$ cat config.mk
export PLATFORM = sky130hd
export DESIGN_NAME = pool_bias_act_unit_flat
export DESIGN_NICKNAME = d
export VERILOG_FILES = /design/src/rtl/pool_bias_act_unit_pkg.sv /design/src/rtl/pool_bias_act_unit_if.sv /design/src/rtl/pool_bias_act_unit_pba_pipe_divider.sv /design/src/rtl/pool_bias_act_unit.sv /design/src/flat_wrapper.sv
export SDC_FILE = /design/constraint.sdc
export NUM_CORES = 2
export LEC_CHECK = 0
export CORE_UTILIZATION = 40
export DETAILED_ROUTE_END_ITERATION = 10
export DONT_BUFFER_PORTS = 1
export PLACE_DENSITY_LB_ADDON = 0.08
export SETUP_SLACK_MARGIN = 0.3
export SLEW_MARGIN = 5
export SYNTH_ARGS = -nofsm -noshare
export SYNTH_HDL_FRONTEND = slang
export SYNTH_HIERARCHICAL = 1
export SYNTH_SLANG_ARGS = --single-unit
export TNS_END_PERCENT = 20
$ cat constraint.sdc
create_clock -name clk -period 42.2 [get_ports clk]
set_input_delay 6.33 -clock clk [delete_from_list [all_inputs] [get_ports clk]]
set_output_delay 6.33 -clock clk [all_outputs]
set_load 0.01 [all_outputs]
$ cat src/rtl/pool_bias_act_unit_pkg.sv
// Shared types and helpers for the pool/bias/activation stage.
// PBA_SAT_EN: when defined, bias additions saturate instead of wrapping.
`ifndef CNN_XLEN
`define CNN_XLEN 16
`endif
`ifndef POOL_NUM
`define POOL_NUM 4
`endif

package pool_bias_act_unit_pkg;

    localparam int DIV_WID  = `CNN_XLEN;
    localparam int POOL_NUM = `POOL_NUM;
    localparam int ACC_WID  = DIV_WID + 8;

    typedef enum logic [1:0] {
        INVALID = 2'd0,
        VALID   = 2'd1,
        FINISH  = 2'd2,
        COMPL   = 2'd3
    } pool_state_e;

    typedef enum logic {
        MAX = 1'b0,
        AVG = 1'b1
    } pool_op_mode_e;

    typedef struct packed {
        logic                               if_pool;
        logic                               if_bias;
        logic                               if_act;
        logic                               if_LSTM;
        pool_state_e                        pool_state;
        pool_op_mode_e                      pool_op_mode;
        logic [POOL_NUM-1:0][DIV_WID-1:0]   data;
        logic [POOL_NUM-1:0][DIV_WID-1:0]   bias;
        logic [POOL_NUM-1:0]                valid;
        logic [DIV_WID-1:0]                 AVG_NUM;
    } PBA_IN_PACKET;

    typedef struct packed {
        pool_state_e        act_state;
        logic [DIV_WID-1:0] data;
    } RELU_PACKET;

    typedef struct packed {
        pool_state_e        LSTM_state;
        logic [DIV_WID-1:0] data_f;
        logic [DIV_WID-1:0] data_i;
        logic [DIV_WID-1:0] data_c;
        logic [DIV_WID-1:0] data_o;
    } LSTM_PACKET;

    // Post-stage controls that ride alongside each quotient through the divider.
    typedef struct packed {
        pool_state_e        state;
        logic               if_bias;
        logic               if_act;
        logic [DIV_WID-1:0] bias0;
    } pba_tag_t;

    function automatic logic [DIV_WID-1:0] add_bias(input logic [DIV_WID-1:0] a,
                                                    input logic [DIV_WID-1:0] b);
        logic [DIV_WID:0]   s;
        logic [DIV_WID-1:0] r;
        s = {a[DIV_WID-1], a} + {b[DIV_WID-1], b};
        r = s[DIV_WID-1:0];
`ifdef PBA_SAT_EN
        if (s[DIV_WID] != s[DIV_WID-1]) begin
            r = s[DIV_WID] ? {1'b1, {(DIV_WID-1){1'b0}}} : {1'b0, {(DIV_WID-1){1'b1}}};
        end
`endif
        return r;
    endfunction

endpackage

$ cat src/rtl/pool_bias_act_unit_if.sv
// Packet bundle between the MAC array side and the pool/bias/activation stage.
interface pool_bias_act_unit_if;
    import pool_bias_act_unit_pkg::*;

    PBA_IN_PACKET pk_in;
    RELU_PACKET   pk_out;
    LSTM_PACKET   lstm_pk;

    modport master (output pk_in, input pk_out, input lstm_pk);
    modport slave  (input pk_in, output pk_out, output lstm_pk);
endinterface

$ cat src/rtl/pool_bias_act_unit_pba_pipe_divider.sv
// Signed restoring divider, one quotient bit per stage over DIV_WID stages,
// divisor treated as an unsigned count (0 means 1); quotient saturates to DIV_WID bits.
module pba_pipe_divider
    import pool_bias_act_unit_pkg::*;
(
    input  logic               clk,
    input  logic               reset,
    input  logic               in_vld,
    input  logic [ACC_WID-1:0] in_dividend,
    input  logic [DIV_WID-1:0] in_divisor,
    input  pba_tag_t           in_tag,
    output logic               out_vld,
    output logic [DIV_WID-1:0] out_quo,
    output pba_tag_t           out_tag
);
    localparam int RW = ACC_WID + DIV_WID;
    localparam int NS = DIV_WID;

    logic [RW-1:0]      rem_in [NS];
    logic [RW-1:0]      trial  [NS];
    logic [RW-1:0]      rem_d  [NS];
    logic [RW-1:0]      rem_q  [NS];
    logic [DIV_WID-1:0] quo_in [NS];
    logic [DIV_WID-1:0] quo_d  [NS];
    logic [DIV_WID-1:0] quo_q  [NS];
    logic [DIV_WID-1:0] dvs_in [NS];
    logic [DIV_WID-1:0] dvs_q  [NS];
    logic               vld_in [NS];
    logic               vld_q  [NS];
    logic               neg_in [NS];
    logic               neg_q  [NS];
    logic               ovf_in [NS];
    logic               ovf_q  [NS];
    pba_tag_t           tag_in [NS];
    pba_tag_t           tag_q  [NS];

    logic [ACC_WID-1:0] mag;
    logic [DIV_WID-1:0] dvs0;
    logic               ovf0;
    logic [DIV_WID-1:0] qm;

    always_comb begin
        mag  = in_dividend[ACC_WID-1] ? (~in_dividend + 1'b1) : in_dividend;
        dvs0 = (in_divisor == '0) ? DIV_WID'(1) : in_divisor;
        // Quotients of 2^DIV_WID or more can only saturate, so detect them up front
        // and let the stages resolve just the low DIV_WID quotient bits.
        ovf0 = {{DIV_WID{1'b0}}, mag} >= ({{ACC_WID{1'b0}}, dvs0} << DIV_WID);

        rem_in[0] = {{DIV_WID{1'b0}}, mag};
        quo_in[0] = '0;
        dvs_in[0] = dvs0;
        vld_in[0] = in_vld;
        neg_in[0] = in_dividend[ACC_WID-1];
        ovf_in[0] = ovf0;
        tag_in[0] = in_tag;
        for (int s = 1; s < NS; s++) begin
            rem_in[s] = rem_q[s-1];
            quo_in[s] = quo_q[s-1];
            dvs_in[s] = dvs_q[s-1];
            vld_in[s] = vld_q[s-1];
            neg_in[s] = neg_q[s-1];
            ovf_in[s] = ovf_q[s-1];
            tag_in[s] = tag_q[s-1];
        end

        for (int s = 0; s < NS; s++) begin
            trial[s] = rem_in[s] - ({{ACC_WID{1'b0}}, dvs_in[s]} << (NS - 1 - s));
            if (trial[s][RW-1]) begin
                rem_d[s] = rem_in[s];
                quo_d[s] = quo_in[s];
            end else begin
                rem_d[s] = trial[s];
                quo_d[s] = quo_in[s] | (DIV_WID'(1) << (NS - 1 - s));
            end
        end
    end

    always_ff @(posedge clk or posedge reset) begin
        if (reset) begin
            for (int s = 0; s < NS; s++) begin
                rem_q[s] <= '0;
                quo_q[s] <= '0;
                dvs_q[s] <= '0;
                vld_q[s] <= 1'b0;
                neg_q[s] <= 1'b0;
                ovf_q[s] <= 1'b0;
                tag_q[s] <= '0;
            end
        end else begin
            for (int s = 0; s < NS; s++) begin
                rem_q[s] <= rem_d[s];
                quo_q[s] <= quo_d[s];
                dvs_q[s] <= dvs_in[s];
                vld_q[s] <= vld_in[s];
                neg_q[s] <= neg_in[s];
                ovf_q[s] <= ovf_in[s];
                tag_q[s] <= tag_in[s];
            end
        end
    end

    always_comb begin
        qm      = quo_q[NS-1];
        out_vld = vld_q[NS-1];
        out_tag = tag_q[NS-1];
        if (!neg_q[NS-1]) begin
            out_quo = (ovf_q[NS-1] || qm[DIV_WID-1]) ? {1'b0, {(DIV_WID-1){1'b1}}} : qm;
        end else if (ovf_q[NS-1] || (qm > {1'b1, {(DIV_WID-1){1'b0}}})) begin
            out_quo = {1'b1, {(DIV_WID-1){1'b0}}};
        end else begin
            out_quo = ~qm + 1'b1;
        end
    end

endmodule

$ cat src/rtl/pool_bias_act_unit.sv
// CNN pooling (MAX/AVG) -> divider -> bias/ReLU, plus an independent 1-cycle LSTM bias path.
// Bias additions wrap by default and saturate when PBA_SAT_EN is defined.
module pool_bias_act_unit
    import pool_bias_act_unit_pkg::*;
(
    input  logic                clk,
    input  logic                reset,
    pool_bias_act_unit_if.slave bus
);
    PBA_IN_PACKET pk;
    assign pk = bus.pk_in;

    logic signed [ACC_WID-1:0] acc_q, acc_d, acc_nxt, lane;
    logic                      seen_q, seen_d, seen_nxt;
    logic                      pool_act, close, passthru;

    logic                      s0_vld_q, s0_vld_d;
    logic [ACC_WID-1:0]        s0_sum_q, s0_sum_d;
    logic [DIV_WID-1:0]        s0_dvs_q, s0_dvs_d;
    pba_tag_t                  s0_tag_q, s0_tag_d;

    logic                      div_vld;
    logic [DIV_WID-1:0]        div_quo;
    pba_tag_t                  div_tag;
    logic [DIV_WID-1:0]        post_val;

    RELU_PACKET                pk_out_q, pk_out_d;
    LSTM_PACKET                lstm_q, lstm_d;

    always_comb begin
        pool_act = pk.if_pool && !pk.if_LSTM && (pk.pool_state != INVALID);
        close    = pool_act && ((pk.pool_state == FINISH) || (pk.pool_state == COMPL));
        passthru = !pk.if_pool && !pk.if_LSTM && (pk.pool_state == VALID);

        acc_nxt  = acc_q;
        seen_nxt = seen_q;
        lane     = '0;
        for (int k = 0; k < POOL_NUM; k++) begin
            if (pk.valid[k]) begin
                lane = {{(ACC_WID-DIV_WID){pk.data[k][DIV_WID-1]}}, pk.data[k]};
                if (pk.pool_op_mode == AVG) begin
                    acc_nxt = acc_nxt + lane;
                end else if (!seen_nxt || (lane > acc_nxt)) begin
                    acc_nxt = lane;
                end
                seen_nxt = 1'b1;
            end
        end

        acc_d  = acc_q;
        seen_d = seen_q;
        if (pool_act) begin
            acc_d  = close ? '0 : acc_nxt;
            seen_d = close ? 1'b0 : seen_nxt;
        end

        // MAX and pass-through use divisor 1 so every result shares one ordered pipe.
        s0_vld_d         = (close && seen_nxt) || passthru;
        s0_sum_d         = passthru ? {{(ACC_WID-DIV_WID){pk.data[0][DIV_WID-1]}}, pk.data[0]}
                                    : acc_nxt;
        s0_dvs_d         = (close && (pk.pool_op_mode == AVG)) ? pk.AVG_NUM : DIV_WID'(1);
        s0_tag_d.state   = (!passthru && (pk.pool_state == COMPL)) ? COMPL : VALID;
        s0_tag_d.if_bias = pk.if_bias;
        s0_tag_d.if_act  = pk.if_act;
        s0_tag_d.bias0   = pk.bias[0];
    end

    pba_pipe_divider u_div (
        .clk         (clk),
        .reset       (reset),
        .in_vld      (s0_vld_q),
        .in_dividend (s0_sum_q),
        .in_divisor  (s0_dvs_q),
        .in_tag      (s0_tag_q),
        .out_vld     (div_vld),
        .out_quo     (div_quo),
        .out_tag     (div_tag)
    );

    always_comb begin
        post_val = div_tag.if_bias ? add_bias(div_quo, div_tag.bias0) : div_quo;
        if (div_tag.if_act && post_val[DIV_WID-1]) begin
            post_val = '0;
        end
        pk_out_d = '0;
        if (div_vld) begin
            pk_out_d.act_state = div_tag.state;
            pk_out_d.data      = post_val;
        end

        lstm_d = '0;
        if (pk.if_LSTM) begin
            lstm_d.LSTM_state = VALID;
            lstm_d.data_f = pk.if_bias ? add_bias(pk.data[0], pk.bias[0]) : pk.data[0];
            lstm_d.data_i = pk.if_bias ? add_bias(pk.data[1], pk.bias[1]) : pk.data[1];
            lstm_d.data_c = pk.if_bias ? add_bias(pk.data[2], pk.bias[2]) : pk.data[2];
            lstm_d.data_o = pk.if_bias ? add_bias(pk.data[3], pk.bias[3]) : pk.data[3];
        end
    end

    always_ff @(posedge clk or posedge reset) begin
        if (reset) begin
            acc_q    <= '0;
            seen_q   <= 1'b0;
            s0_vld_q <= 1'b0;
            s0_sum_q <= '0;
            s0_dvs_q <= '0;
            s0_tag_q <= '0;
            pk_out_q <= '0;
            lstm_q   <= '0;
        end else begin
            acc_q    <= acc_d;
            seen_q   <= seen_d;
            s0_vld_q <= s0_vld_d;
            s0_sum_q <= s0_sum_d;
            s0_dvs_q <= s0_dvs_d;
            s0_tag_q <= s0_tag_d;
            pk_out_q <= pk_out_d;
            lstm_q   <= lstm_d;
        end
    end

    assign bus.pk_out  = pk_out_q;
    assign bus.lstm_pk = lstm_q;

endmodule

$ cat src/flat_wrapper.sv
// flat-port wrapper written by rule: the top's interface ports become plain ports
module pool_bias_act_unit_flat import pool_bias_act_unit_pkg::*;
  (clk, reset, bus_pk_in, bus_pk_out, bus_lstm_pk);
  pool_bias_act_unit_if bus_i ();
  input  logic clk;
  input  logic reset;
  input wire logic [$bits(bus_i.pk_in)-1:0] bus_pk_in;
  output wire logic [$bits(bus_i.pk_out)-1:0] bus_pk_out;
  output wire logic [$bits(bus_i.lstm_pk)-1:0] bus_lstm_pk;
  assign bus_i.pk_in = bus_pk_in;
  assign bus_pk_out = bus_i.pk_out;
  assign bus_lstm_pk = bus_i.lstm_pk;
  pool_bias_act_unit u_core (.clk(clk), .reset(reset), .bus(bus_i));
endmodule
== Word level (Yosys, flattened, before mapping) ==
Cells that the tools add are included.

* Add/sub/neg operators: 27
* $lt $le $gt $ge: 6
* Eq/ne operators: 3
* Mux-type cells: 65
* Bitwise logic cells: 2
* Reduce and logical (&&, ||, !) cells: 26

{| class="wikitable"
|+ Operators by type and width
! cell !! number
|-
| $mux W40 || 13
|-
| $mux W24 || 15
|-
| $mux W16 || 12
|-
| $add A24 B16 Y24 || 4
|-
| $gt A16 B24 Y1 || 4
|-
| $add A16 B16 Y16 || 5
|-
| $mux W39 || 2
|-
| $mux W65 || 1
|-
| $sub A39 B30 Y40 || 1
|-
| $sub A40 B16 Y40 || 1
|-
| $sub A40 B17 Y40 || 1
|-
| $sub A40 B18 Y40 || 1
|-
| $sub A40 B19 Y40 || 1
|-
| $sub A40 B20 Y40 || 1
|-
| $sub A40 B21 Y40 || 1
|-
| $sub A40 B22 Y40 || 1
|-
| $sub A40 B23 Y40 || 1
|-
| $sub A40 B24 Y40 || 1
|-
| $sub A40 B25 Y40 || 1
|-
| $sub A40 B26 Y40 || 1
|-
| $sub A40 B27 Y40 || 1
|-
| $sub A40 B28 Y40 || 1
|-
| $sub A40 B29 Y40 || 1
|-
| $ge A24 B32 Y1 || 1
|-
| 29 further kinds || 57
|}

* Bits in registers: 1,632
* Input bits: 157
* Output and inout port bits: 84
* Word-level logic and storage cells: 303

== Depth between registers and ports, before layout ==
* Word-level depth: 21
* Mapped depth: 52
* Gate-level depth less buffers: 48

== Modules after synthesis ==
The synthesis kept the hierarchy.

{| class="wikitable"
|+ By module, submodules not included
! module !! instances !! cells an instance !! area each (um2)
|-
| pba_pipe_divider || 1 || 4,376 || 52,776.9
|-
| pool_bias_act_unit || 1 || 2,258 || 18,490.2
|}

== Least setup slack after synthesis ==
OpenSTA, ideal clock, no wires.

* Kind: input-to-reg
* Start: in bus_pk_in[86]
* End: reg u_core.s0_sum_q[4]
* Setup time: 0.125 ns
* Arrival: 15.928 ns
* Data required time: 42.075 ns
* Path slack: 26.147 ns
* Cell stages on the path: 46
* Buffers on the path: 3
* Cells stage by stage: ha_1 -> nand2b_1 -> a221oi_1 -> o21ai_0 -> a21boi_1 -> o2111a_1 -> nor2_1 -> nor3_1 -> xor2_1 -> o21ai_0 -> ha_1 -> nor4b_1 -> nand4_1 -> nor2_1 -> o22a_1 -> clkbuf_1 -> o21ai_0 -> o311ai_0 -> [10 not listed] -> buf_2 -> nor2_1 -> nor2_1 -> o221ai_1 -> a311oi_1 -> inv_1 -> ha_1 -> nor4_1 -> nand4_1 -> nor3_1 -> a21oi_1 -> a31oi_1 -> o21ai_0 -> a31oi_1 -> nor2_1 -> nor2_1 -> a21oi_1 -> mux2_2

* Word-level cells in the longest chain between the ends: 21

{| class="wikitable"
|+ Ends and longest elaborated chain
! item !! line !! RTL
|-
| start: declaration || flat_wrapper.sv:7 || <nowiki>input wire logic [$bits(bus_i.pk_in)-1:0] bus_pk_in;</nowiki>
|-
| $gt A16 B24 Y1 || pool_bias_act_unit.sv:43 || <nowiki>end else if (!seen_nxt || (lane > acc_nxt)) begin</nowiki>
|-
| $logic_or A1 B1 Y1 || pool_bias_act_unit.sv:43 ||
|-
| $mux W24 || pool_bias_act_unit.sv:43 ||
|-
| $mux W24 * || pool_bias_act_unit.sv:41 || <nowiki>if (pk.pool_op_mode == AVG) begin</nowiki>
|-
| $mux W24 * || pool_bias_act_unit.sv:39 || <nowiki>if (pk.valid[k]) begin</nowiki>
|-
| $gt A16 B24 Y1 || pool_bias_act_unit.sv:43 ||
|-
| $logic_or A1 B1 Y1 || pool_bias_act_unit.sv:43 ||
|-
| $mux W24 || pool_bias_act_unit.sv:43 ||
|-
| [6 not listed] || -- ||
|-
| $mux W24 * || pool_bias_act_unit.sv:39 ||
|-
| $gt A16 B24 Y1 || pool_bias_act_unit.sv:43 ||
|-
| $logic_or A1 B1 Y1 || pool_bias_act_unit.sv:43 ||
|-
| $mux W24 || pool_bias_act_unit.sv:43 ||
|-
| $mux W24 || pool_bias_act_unit.sv:41 ||
|-
| $mux W24 * || pool_bias_act_unit.sv:39 ||
|-
| $mux W24 * || pool_bias_act_unit.sv:59 || <nowiki>s0_sum_d = passthru ? {{(ACC_WID-DIV_WID){pk.data[0][DIV_WID-1]}}, pk.data[0]}</nowiki>
|-
| named net u_core.s0_sum_d[4] || pool_bias_act_unit.sv:18 || <nowiki>logic [ACC_WID-1:0] s0_sum_q, s0_sum_d;</nowiki>
|-
| end signal: assignment || pool_bias_act_unit.sv:115 || <nowiki>s0_sum_q <= s0_sum_d;</nowiki>
|-
| end: declaration || pool_bias_act_unit.sv:18 ||
|}

Mark *: on every way through the listed nets, which the timed path passes. The rest lies on a longest branch.
A chain may end at the register's enable or synchronous reset.

== Worst setup path after layout ==
* Start: in bus_pk_in[86]
* End: reg u_core.acc_q[19]

* Word-level cells in the longest chain between the ends: 21

{| class="wikitable"
|+ Ends and longest elaborated chain
! item !! line !! RTL
|-
| $gt A16 B24 Y1 || pool_bias_act_unit.sv:43 ||
|-
| $logic_or A1 B1 Y1 || pool_bias_act_unit.sv:43 ||
|-
| $mux W24 || pool_bias_act_unit.sv:43 ||
|-
| $mux W24 * || pool_bias_act_unit.sv:41 ||
|-
| $mux W24 * || pool_bias_act_unit.sv:39 ||
|-
| $gt A16 B24 Y1 || pool_bias_act_unit.sv:43 ||
|-
| $logic_or A1 B1 Y1 || pool_bias_act_unit.sv:43 ||
|-
| $mux W24 || pool_bias_act_unit.sv:43 ||
|-
| [5 not listed] || -- ||
|-
| $mux W24 || pool_bias_act_unit.sv:41 ||
|-
| $mux W24 * || pool_bias_act_unit.sv:39 ||
|-
| $gt A16 B24 Y1 || pool_bias_act_unit.sv:43 ||
|-
| $logic_or A1 B1 Y1 || pool_bias_act_unit.sv:43 ||
|-
| $mux W24 || pool_bias_act_unit.sv:43 ||
|-
| $mux W24 || pool_bias_act_unit.sv:41 ||
|-
| $mux W24 * || pool_bias_act_unit.sv:39 ||
|-
| $mux W24 * || pool_bias_act_unit.sv:53 || <nowiki>acc_d = close ? '0 : acc_nxt;</nowiki>
|-
| end signal: assignment || pool_bias_act_unit.sv:103 || <nowiki>acc_q <= '0;</nowiki>
|-
| end signal: assignment || pool_bias_act_unit.sv:112 || <nowiki>acc_q <= acc_d;</nowiki>
|-
| end: declaration || pool_bias_act_unit.sv:13 || <nowiki>logic signed [ACC_WID-1:0] acc_q, acc_d, acc_nxt, lane;</nowiki>
|}

Every way passes the cells marked *; elsewhere a longest branch is shown, timed or not.

==> summary.txt <==
Critical path
  • Reg-to-reg slack, setup: 27.53 ns
  • Startpoint class of the critical path: primary input
  • FF-to-FF path depth: 45
  • Worst setup path class: in -> reg
  • Crit-path max FO: 16
  • Crit path required time: 42.86 ns
  • Crit path capture type: flop
  • Cell repeated most along the worst path: nor2_1
  • Reg2reg end: u_core/acc_q[19]$_DFFE_PP0P_
  • Arr. time, crit path: 20.04 ns
  • CP max stage cell: a311oi_1
  • Max stage delay on crit path: 0.82 ns
  • R2r startpoint: u_core/acc_q[2]$_DFFE_PP0P_

Global route
  • Antenna violations before repair: 6
  • Largest net degree at the start of global routing: 176
  • First-pass GRT wire length: 271500 um
  • GR Overflow Total: 0
  • All-Layer GR Usage: 0.1898
  • Vias in the first global route: 48340

Timing
  • Slew @ Worst Pin: 1.147 ns
  • Fmax: 51.61 MHz
  • Final Hold Fails: 0
  • Clk_skew: 0.04053 ns
  • RSZ-0062 raised after global routing: false
  • Pins over their slew limit: 0
  • Period utilization: 0.4592
  • # setup viols final: 0
  • Fin Hold WS: 0.3204 ns
  • Worst rel slew slack: 0.2246
  • Crit path time final: 19.38 ns
  • Setup TNS Final: 0 ns

Placement
  • Post-DP Area: 73970 um^2
  • DPL Wire Length: 128600 um
  • Gpl congestion: 0.9313
  • IO buf count: 0

Clocking
  • CTS Buf Count: 163
  • CTS Hold Buffers Added: 0
  • Clock Sinks: 1490
  • Setup repair bufs after CTS: 0
  • Post-cts sizing count: 0
  • Worst-Skew Late Latency: 0.79 ns
  • Clock Tree Buf Depth: 3
  • CTS root buffer: clkbuf_16
  • H-tree Lvls: 4
  • Reg clk slew, reported paths: 0.06 ns
  • CTS tree: built

Synthesis
  • Number of synthesized flops with an enable pin: 0
  • Mapped Avg Cell Area: 10.74 um^2
  • Cell count after synthesis: 6634
  • Ys async rst share: 1.000
  • Post-synth top flop: dfrtp_1
  • Mapped Area: 71270 um^2
  • Seq/Total Area, Yosys: 0.5232
  • Synthesized flop and latch total: 1490
  • Yosys warns: 6
  • Netlist cell types: 108

Route
  • Met1 WL: 75980 um
  • Final wirelength: 169000 um
  • Post-route DRC violation count: 4
  • Vias per cell: 5.184
  • 1st-pass router iterations: 8
  • Met3 routed WL: 7456 um
  • Met2 wire length: 80570 um
  • WL per Instance: 18.45 um
  • Via count: 47480
  • First DRT Iteration DRCs: 2708
  • Top Metal Used: met4
  • Antenna Nets Post-Route: 0

Worst hold path
  • Hold Path End: u_core/u_div/tag_in[142]$_DFF_PP0_
  • Worst Hold Class: reg -> reg
  • Hold Startpoint: u_core/u_div/tag_in[162]$_DFF_PP0_
  • Worst Hold Depth: 0

Die
  • Core box area: 176500 um^2
  • Die area: 179900 um^2
  • Die height: 424.1 um
  • Num rows: 154
  • Die width: 424.1 um
  • Num ports: 241
  • Initial core utilization: 0.4038

Layout
  • Final std cell area, no fill: 79550 um^2
  • Fill count: 16350
  • Layout cells sized above 1: 0.06705
  • Synth-to-Final Area Change: 11.62%
  • Nets: 7395

Status
  • Failing checks: DRC
  • Status: finished, violations left

Power and ir drop
  • P_leak: 34.97 nW
  • PwrDens: 71.39 nW/um^2
  • Maximum vdd drop: 0.00003757 V
  • PnR Total Power: 5.679 mW

Flow run
  • Max-cap viol count: 0
## metrics by stage
step	cells	setup slack (ns)	util
final	9158	22.82	0.4507
after global routing	9157	21.93	0.4507
after CTS	9156	23.07	0.4507
after detailed placement	8862	22.32	0.4191
after global placement	8862	22.43	0.4191
after floorplan	6640	17.60	-
## sequential cells by signal (all words and copies together), names as in the netlist
name / count
u_core/u_div/rem_in: 577
u_core/u_div/tag_in: 300
u_core/u_div/dvs_in: 240
u_core/u_div/quo_in: 120
u_core/bus.lstm_pk: 65
u_core/acc_q: 24
u_core/s0_sum_q: 24
u_core/s0_tag_q: 20
u_core/u_div/out_tag: 20
u_core/bus.pk_out: 18
u_core/s0_dvs_q: 16
u_core/u_div/qm: 16
u_core/u_div/neg_in: 15
u_core/u_div/ovf_in: 15
u_core/u_div/vld_in: 15
u_core/s0_vld_q: 1
u_core/seen_q: 1
u_core/u_div/neg_q: 1
u_core/u_div/out_vld: 1
u_core/u_div/ovf_q: 1
## Yosys cell counts, types with 19 or more instances
| cell type | count | area share |
|---|---|---|
| mux2_2 | 52 | 0.0082 |
| and3_1 | 33 | 0.0029 |
| ha_1 | 527 | 0.093 |
| mux2i_1 | 86 | 0.012 |
| o21bai_1 | 48 | 0.0051 |
| nor4_1 | 93 | 0.0082 |
| nand3_1 | 99 | 0.0070 |
| o21a_1 | 86 | 0.0091 |
| o22ai_1 | 35 | 0.0031 |
| clkbuf_1 | 127 | 0.0067 |
| o31a_1 | 24 | 0.0029 |
| nor2_1 | 477 | 0.025 |
| a31oi_1 | 39 | 0.0034 |
| a21oi_1 | 392 | 0.028 |
| or2_2 | 25 | 0.0022 |
| a21o_1 | 122 | 0.013 |
| a211oi_1 | 42 | 0.0044 |
| or3_1 | 81 | 0.0071 |
| o21ai_0 | 343 | 0.024 |
| nand2_1 | 461 | 0.024 |
| o31ai_1 | 43 | 0.0045 |
| nand2b_1 | 85 | 0.0075 |
| or4_1 | 24 | 0.0025 |
| fa_1 | 24 | 0.0067 |
| nor2b_1 | 69 | 0.0061 |
| nand4_1 | 36 | 0.0032 |
| o41ai_1 | 19 | 0.0023 |
| nor4b_1 | 21 | 0.0026 |
| xor2_1 | 225 | 0.028 |
| nor3_1 | 162 | 0.011 |
| inv_1 | 514 | 0.027 |
| o211ai_1 | 36 | 0.0038 |
| dfrtp_1 | 1490 | 0.52 |
| and2_1 | 45 | 0.0040 |
| xnor2_1 | 290 | 0.036 |
## placed cells by master, fill, tap and decap left out, types with 81 or more instances in the layout
master        n
nand2b_1     85
nor4_1       93
nand2_1     461
dfrtp_1    1490
inv_1       512
clkbuf_16   166
ha_1        527
a21oi_1     390
mux2i_1      86
nor2_1      477
or3_1        81
a21o_1      122
o21ai_0     342
o21a_1       86
xnor2_1     290
nor3_1      162
nand3_1      99
xor2_1      225
## final cells by class
| class | count | area [um^2] | area share |
|---|---|---|---|
| well taps | 2340 | 2928 | 0.03681 |
| flip-flops and latches | 1490 | 37290 | 0.4687 |
| repair buffers | 47 | 377.9 | 0.004750 |
| diodes | 2 | 5.005 | 0.00006292 |
| clock buffers | 226 | 4679 | 0.05883 |
| inverters | 517 | 1952 | 0.02454 |
| multi-input cells | 4468 | 31430 | 0.3951 |
| clock inverters | 68 | 893.4 | 0.01123 |
## per-layer routing
metal | GRT usage | up-vias
li1 | - | 23180
met2 | 0.3189 | 933
met4 | 0.06233 | 0
met1 | 0.2485 | 23090
met3 | 0.03168 | 280
met5 | 0 | -
## worst max-delay path: cells and delay by family
family,cells,cell delay [ns]
simple gates,15,4.56
buf+inv,2,0.19
xor+xnor,2,0.30
compound gates,21,7.24
fa+ha+maj,4,1.40
## power breakdown
part           internal, mW  total, mW  switching, mW  leakage [nW]
Combinational         0.946       2.23           1.28          14.4
Clock                 0.850       1.43          0.578          2.70
Sequential             1.79       2.02          0.238          17.9
Total                  3.58       5.68           2.10          35.0
## worst max path at each step
stage                  start                          endpoint  cells past startpoint
4_1_cts        bus_pk_in[86]      u_core/acc_q[19]$_DFFE_PP0P_                     44
3_3_place_gp   bus_pk_in[99]      u_core/acc_q[17]$_DFFE_PP0P_                     43
2_1_floorplan          reset  u_core/u_div/dvs_in[0]$_DFF_PP0_                      1
6_report       bus_pk_in[86]      u_core/acc_q[19]$_DFFE_PP0P_                     44
3_5_place_dp   bus_pk_in[86]      u_core/acc_q[19]$_DFFE_PP0P_                     44
5_1_grt        bus_pk_in[86]       u_core/acc_q[3]$_DFFE_PP0P_                     44
## cells by family (layout without fill, tap and decap cells)
group                    count (synthesis)  count (layout)  synth area share
AO/OA/AOI/OAI                         1479            1479            0.1356
multiplexers                           138             138           0.02030
other                                    3              11         0.0001580
AND/OR/NAND/NOR                       1776            1776            0.1215
adder cells (fa/ha/maj)                551             551           0.09926
flip-flops                            1490            1490            0.5232
XOR/XNOR                               515             515           0.06329
buffers and inverters                  682             858           0.03666
(Power assumes the default switching activity.)
